`src/rtl/oport_capture.sv`:
```
// Watches a computer's output port and queues every value change into a small FIFO
// for a downstream consumer, counting changes lost while the FIFO is full.
module oport_capture #(
  parameter int WIDTH = 8,
  parameter int DEPTH = 8
) (
  input  logic                     clk,
  input  logic                     reset,
  input  logic [WIDTH-1:0]         oport,
  input  logic                     enable,
  output logic [WIDTH-1:0]         m_data,
  output logic                     m_valid,
  input  logic                     m_ready,
  output logic [$clog2(DEPTH):0]   count,
  output logic [7:0]               drops,
  output logic                     overflow
);

  localparam int AW = $clog2(DEPTH);
  localparam int CW = AW + 1;

  typedef enum logic [1:0] {
    DISARMED,
    PRIME,
    RUN
  } state_t;

  state_t           state;
  logic [WIDTH-1:0] last;
  logic [WIDTH-1:0] mem [DEPTH];
  logic [AW-1:0]    rd_ptr;
  logic [AW-1:0]    wr_ptr;

  logic change;
  logic full;
  logic pop;
  logic push;
  logic drop;

  // NOTE: every signal assigned here gets a value on every path; a missing default would infer a latch.
  always_comb begin
    change = 1'b0;
    if (state == RUN && enable && oport != last) change = 1'b1;
    full = (count == CW'(DEPTH));
    pop  = m_valid && m_ready;
    // A pop on the same edge frees the slot, so a full FIFO still accepts the push.
    push = change && (!full || pop);
    drop = change && full && !pop;
  end

  assign m_valid = (count != '0);

  // NOTE: sequential state is written with non-blocking assignments so every register samples pre-edge values.
  always_ff @(posedge clk or negedge reset) begin
    if (!reset) begin
      state <= DISARMED;
      last  <= '0;
    end else if (!enable) begin
      state <= DISARMED;
    end else begin
      case (state)
        DISARMED: state <= PRIME;
        PRIME: begin
          last  <= oport;
          state <= RUN;
        end
        RUN:      last  <= oport;
        default:  state <= DISARMED;
      endcase
    end
  end

  always_ff @(posedge clk or negedge reset) begin
    if (!reset) begin
      rd_ptr   <= '0;
      wr_ptr   <= '0;
      count    <= '0;
      m_data   <= '0;
      drops    <= '0;
      overflow <= 1'b0;
    end else begin
      if (push) wr_ptr <= wr_ptr + AW'(1);
      if (pop)  rd_ptr <= rd_ptr + AW'(1);

      case ({push, pop})
        2'b10:   count <= count + CW'(1);
        2'b01:   count <= count - CW'(1);
        default: count <= count;
      endcase

      // m_data is a register so it keeps the last byte shown once the FIFO drains.
      if (push && (count == '0 || (pop && count == CW'(1))))
        m_data <= oport;
      else if (pop && count > CW'(1))
        m_data <= mem[rd_ptr + AW'(1)];

      if (drop) begin
        overflow <= 1'b1;
        if (drops != 8'hFF) drops <= drops + 8'd1;
      end
    end
  end

  // NOTE: the storage array has no reset; occupancy and pointers alone decide which entries are meaningful.
  always_ff @(posedge clk) begin
    if (push) mem[wr_ptr] <= oport;
  end

endmodule

```
`config.mk`:
```
export PLATFORM = sky130hd
export DESIGN_NAME = oport_capture
export DESIGN_NICKNAME = d
export VERILOG_FILES = /design/src/rtl/oport_capture.sv
export SDC_FILE = /design/constraint.sdc
export NUM_CORES = 1
export LEC_CHECK = 0
export ABC_AREA = 1
export ABC_CLOCK_PERIOD_IN_PS = 1850
export CORE_MARGIN = 5
export CORE_UTILIZATION = 55
export CTS_BUF_LIST = sky130_fd_sc_hd__clkbuf_8
export DETAILED_ROUTE_END_ITERATION = 8
export PLACE_DENSITY = 0.79
export SYNTH_ARGS = -nofsm -noshare
export SYNTH_HDL_FRONTEND = slang
export SYNTH_SLANG_ARGS = --single-unit
```
`constraint.sdc`:
```
create_clock -name clk -period 1.85 [get_ports clk]
set_input_delay 0.2775 -clock clk [delete_from_list [all_inputs] [get_ports clk]]
set_output_delay 0.2775 -clock clk [all_outputs]
set_load 0.05 [all_outputs]
```
### Yosys cells after proc, flatten, opt, wreduce, memory -nomap -nowiden

Memory sizes are Yosys's and may differ from the RTL's.
Index checks and enable logic that the tools add are counted.
Widths: inputs -> output; s select.

| word-level totals | value |
|---|---|
| register bits | 37 |
| output and inout port bits | 22 |
| logic and storage cells | 53 |
| bits of input ports | 12 |
| RAM bits | 64 |
| memories | 1 |

Memory list:

| memory | depth | bits a word | rd ports | clocked after memory_dff | write ports | RTL line | text |
|---|---|---|---|---|---|---|---|
| mem | 8 | 8 | 1 | 0 | 1 | 30 | `logic [WIDTH-1:0] mem [DEPTH];` |

| operators by class | value |
|---|---|
| mux-type cells | 8 |
| magnitude comparators | 1 |
| equal/unequal tests | 9 |
| add/sub/neg operators | 5 |
| reductions and logical operators | 21 |

Operators with widths:

| operator | number |
|---|---|
| $mux 8 | 2 |
| $logic_and 1x1->1 | 9 |
| $add 8x1->8 const B | 1 |
| $ne 8x8->1 | 1 |
| $ne 8x8->1 const B | 1 |
| $pmux 4 s2 | 1 |
| $add 3x1->3 const B | 2 |
| $pmux 2 s3 | 1 |
| $add 4x1->4 const B | 1 |
| $eq 2x1->1 const B | 2 |
| $eq 2x2->1 const B | 2 |
| $eq 4x1->1 const B | 1 |
| $eq 4x4->1 const B | 1 |
| $gt 4x1->1 const B | 1 |
| $logic_not 4->1 | 1 |
| $reduce_and 2->1 | 2 |
| $reduce_bool 2->1 | 2 |
| $reduce_bool 4->1 | 1 |
| $sub 4x1->4 const B | 1 |
| $mux 1 | 3 |
| $logic_not 1->1 | 2 |
| $logic_not 2->1 | 1 |
| $logic_or 1x1->1 | 2 |
| $mux 2 | 1 |
| other kinds (2) | 2 |

### Depth between registers and ports, before layout

Gate-level depths: netlist (run 1).

| depth | value |
|---|---|
| depth in word-level cells | 7 |
| depth in mapped cells | 12 |
| gate-level depth less buffers | 12 |

### Least setup slack after synthesis (run 1)

Ideal clock, no wire load.

| path | value |
|---|---|
| path kind | reg-to-reg |
| start point | reg count[0] |
| end point | mem mem[0][0], enable pin |
| path slack | -0.579 ns |
| setup time | 0.370 ns |
| data required time | 1.480 ns |
| arrival | 2.059 ns |
| cell stages (with the launch flop) | 7 |
| cell sequence | dfrtp_1 > inv_1 > ha_1 > nand4_4 > nand3_2 > or2_1 > nor2_1 |

| on the way | value |
|---|---|
| cells in the longest elaborated chain, start to end | 6 |

RTL lines:

| item | RTL line | text |
|---|---|---|
| start, declared | 14 | `output logic [$clog2(DEPTH):0] count,` |
| start signal, assigned | 86 | `2'b10: count <= count + CW'(1);` |
| start signal, assigned | 87 | `2'b01: count <= count - CW'(1);` |
| start signal, assigned | 88 | `default: count <= count;` |
| $eq 4x4->1 / $reduce_bool 4->1 (equally long branches) | 44, 51 |  |
| $logic_not 1->1 / $logic_and 1x1->1 (equally long branches) | 47, 45 |  |
| $logic_or 1x1->1 * | 47 | `push = change && (!full \|\| pop);` |
| $logic_and 1x1->1 * | 47 |  |
| $mux 1 * | 106 | `if (push) mem[wr_ptr] <= oport;` |
| $mux 1 (not written as such) * | 106 |  |
| end, declared | 30 |  |

Every way passes the cells marked *; elsewhere a longest branch is shown, timed or not.

### Worst setup path after layout (run 1)

| path | value |
|---|---|
| start point | reg overflow |
| end point | out overflow |

RTL lines:

| item | RTL line | text |
|---|---|---|
| start, declared | 16 | `output logic overflow` |
| start signal, assigned | 80 | `overflow <= 1'b0;` |
| start signal, assigned | 98 | `overflow <= 1'b1;` |

No word-level cell between the ends.

==> results by group, run 1 <==
Global routing
  – Initial antenna violation count: 0
  – Pin count of the biggest net entering global routing: 34
  – GRT Total Usage: 0.213
  – First-pass GRT wire length: 16.7 mm
  – Vias in the first global route: 3,267
  – Total grt overflow: 0

Pwr
  – Worst vdd ir: 0.000667 V
  – Sw frac: 0.424
  – Power Density: 1500 nW/um2
  – Sequential share of power: 0.360
  – P_int: 0.00485 W
  – Combinational share of power: 0.480
  – P_sw: 0.00356 W
  – Leakage: 2.35 nW
  – Clock power frac: 0.160

STA
  – Setup ws final: 0.0433 ns
  – Max Freq: 0.553 GHz
  – Actual slew at the worst max-slew pin: 0.540 ns
  – Crit path time final: 1.81 ns
  – Fin. max-slew vios: 0
  – Final setup viols: 0
  – Hold Fails Final Rpt: 0
  – Final Skew: 0.0107 ns
  – Normalized max-slew margin: 0.640
  – Fin crit share: 0.977

Setup path
  – Worst Path Required: 1.57 ns
  – Type of origin of the critical path: flip-flop
  – CP Cell Sequence: clkdlybuf4s50_1
  – Nature of the critical path endpoint: primary output
  – Crit path kind: flip-flop to primary output
  – Critical path's slowest cell: clkdlybuf4s50_1
  – CP arrival: 1.53 ns
  – CP bufs+invs: 1
  – Crit-path max FO: 2
  – Crit-path max cell delay: 0.82 ns
  – Cell family with most CP delay: buffers and inverters

Synth
  – Flops & latches, synth: 101
  – Synth Flop Type: edfxtp_1
  – Synthesized area per cell: 10.8 um2
  – Post-Syn Nets: 449
  – Ys Warns: 0
  – Mapped Area: 4640 um2
  – Post-synth EDFFs: 64
  – Synthesized instance count: 428
  – Async SR Flop Fraction: 0.366
  – Register area share after synthesis: 0.614
  – Synth cell types: 34

CTS
  – Sink Count: 101
  – Root Buffer: clkbuf_8
  – H-tree levels: 3
  – Clk Latency, worst-skew pair: 0.36 ns
  – CTS clock-pin slew for the worst setup and hold paths: 0.09 ns
  – TritonCTS clock tree: done
  – Clock buffer depth: 2
  – Cts bufs inserted: 9

Drt
  – Initial DRC count: 298
  – Remaining routing DRC violations: 0
  – Drt first pass iters: 5
  – Routed Antenna Nets: 0
  – Drt wl/cell: 17.2 um
  – Detailed-route wire length: 10.3 mm
  – Vias/cell: 5.65
  – Vias post-DR: 3,402

Floorplanning
  – Die extent in x: 102 um
  – # IOs: 34
  – Initial Utilization: 0.564
  – FP Rows: 33
  – Core footprint: 8220 um2
  – Die Y-Extent: 102 um
  – Die area: 10,400 um2

Place
  – Placed Area: 5340 um2
  – # port buffers: 33
  – Placed insts: 582
  – Setup WS pre-CTS: -0.344 ns
  – DP HPWL: 7.34 mm
  – Final RePlAce weighted congestion: 0.870

Final layout
  – Post-Layout Cell Count: 602
  – Share of cells above drive strength 1: 0.229
  – Seq. cell area: 2850 um2
  – Ant diodes: 0
  – Final Cell Area: 5620 um2
  – Fillers: 576
  – Area of the multi-input gates: 1710 um2
  – Nets: 513
  – Area growth from synthesis to layout: 21.1%

Worst hold path
  – Worst min path class: input pin to flip-flop

Run
  – Max-cap violations: 0

Status
  – Status: finished clean
metrics by stage:
| stage | hold slack [ns] | util | total power, W | setup TNS [ns] |
|---|---|---|---|---|
| 2_1_floorplan | -0.0181 | - | 0.00573 | -0.593 |
| 3_3_place_gp | 0.264 | 0.649 | 0.00682 | -15.69 |
| 3_5_place_dp | 0.268 | 0.649 | 0.00695 | -21.45 |
| 4_1_cts | 0.406 | 0.674 | 0.00829 | 0 |
| 5_1_grt | 0.334 | 0.684 | 0.00893 | -0.0538 |
| 6_report | 0.295 | 0.684 | 0.00841 | 0 |
power by group through the flow:
stage	clock, W	combinational [W]	sequential (W)
2_1_floorplan	0	0.00223	0.00349
3_3_place_gp	0	0.00379	0.00304
3_5_place_dp	0	0.00389	0.00306
4_1_cts	0.00137	0.00391	0.00301
5_1_grt	0.00147	0.00438	0.00308
6_report	0.00135	0.00403	0.00303
tightest hold or removal path, delay by kind of cell:
family,cells,cell delay (ns)
buffers and inverters,2,0.23
AO/OA/AOI/OAI,1,0.09
routing by layer:
layer / vias up / global-route usage / share of wire
li1: 1607 / - / -
met1: 1661 / 0.298 / 0.42
met2: 116 / 0.345 / 0.51
met3: 18 / 0.0375 / 0.052
met4: 0 / 0.0686 / 0.020
met5: - / 0 / 0
path summary, 6_finish.rpt:
| check | from | to | depth (start not counted) | slack, ns |
|---|---|---|---|---|
| setup / recovery | overflow | overflow | 1 | 0.04 |
| hold / removal | oport[1] | last[1] | 3 | 0.29 |
| setup reg to reg | state[0] | mem[6][4] | 7 | 0.08 |
| hold reg to reg | overflow | overflow | 1 | 0.49 |
| max in group asynchronous | reset | count[1] | 3 | 0.96 |
| min in group asynchronous | reset | m_data[4] | 2 | 0.40 |
layout by cell type (no fill, tap or decap), types with 2 or more instances in the layout:
cell | Yosys | routed
mux2_2 | 2 | 2
nor2_2 | 2 | 2
xor2_1 | 7 | 7
edfxtp_1 | 64 | 64
dfrtp_2 | 0 | 3
nand3_1 | 48 | 48
o21ai_2 | 3 | 3
buf_12 | 0 | 4
inv_1 | 22 | 20
dfrtp_1 | 37 | 34
o21ai_0 | 42 | 42
xnor2_1 | 7 | 7
dlymetal6s2s_1 | 0 | 6
o211ai_1 | 6 | 6
clkbuf_8 | 0 | 9
nand2_2 | 2 | 4
clkinv_2 | 0 | 2
nor2_4 | 1 | 9
inv_2 | 8 | 11
o221ai_1 | 10 | 10
nand3b_1 | 2 | 2
nand4_2 | 3 | 3
buf_4 | 1 | 40
nor2_1 | 48 | 40
ha_1 | 9 | 6
ha_4 | 0 | 3
nand2_1 | 76 | 74
clkdlybuf4s50_1 | 0 | 13
nand2_4 | 5 | 5
synthesized netlist by cell type (5+ instances only):
cell      number  area (um2)
nand2_1       76         285
edfxtp_1      64        1920
nand3_1       48         240
nor2_1        48         180
o21ai_0       42         210
dfrtp_1       37         926
inv_1         22        82.6
o221ai_1      10        87.6
ha_1           9         113
inv_2          8        30.0
xnor2_1        7        61.3
xor2_1         7        61.3
clkbuf_1       6        22.5
o211ai_1       6        45.0
nand2_4        5        56.3
registers in the layout, indices dropped and copies added, names as in the netlist:
register and count:
mem 64, drops 8, last 8, m_data 8, count 4, rd_ptr 3
wr_ptr 3, state 2, overflow 1
final cells by class:
cell class / instances / share of cell area
inverters: 30 / 0.0200
well taps: 105 / 0.0234
repair buffers: 67 / 0.112
clock buffers: 9 / 0.0220
clock inverters: 7 / 0.0116
multi-input cells: 283 / 0.304
flip-flops and latches: 101 / 0.508
kinds of logic after synthesis:
| logic type | share of synthesized area |
|---|---|
| AO/OA/AOI/OAI | 0.0842 |
| XOR/XNOR | 0.0299 |
| adder cells (fa/ha/maj) | 0.0243 |
| buffers and inverters | 0.0424 |
| flip-flops | 0.614 |
| multiplexers | 0.00486 |
| AND/OR/NAND/NOR | 0.200 |
what timing repair did:
item | CTS | global route
pin swaps | 2 | 3
setup buffers | 0 | 3
endpoints found under the hold margin | 16 | 0
hold buffers | 1 | 0
setup endpoints to repair | 2 | 64
gates cloned | 0 | 0
gates resized for setup | 1 | 15
Note: power is estimated with default switching activity, not from simulation.
==> run 2: changes to the inputs <==
--- a/config.mk
+++ b/config.mk
@@ -10,6 +10,7 @@
 export CORE_MARGIN = 5
 export CORE_UTILIZATION = 55
 export CTS_BUF_LIST = sky130_fd_sc_hd__clkbuf_8
+export CTS_CLUSTER_SIZE = 16
 export DETAILED_ROUTE_END_ITERATION = 8
 export PLACE_DENSITY = 0.79
 export SYNTH_ARGS = -nofsm -noshare
==> results of run 2 <==
Same layout as run 1: the final DEF is identical, and so are final timing and power.
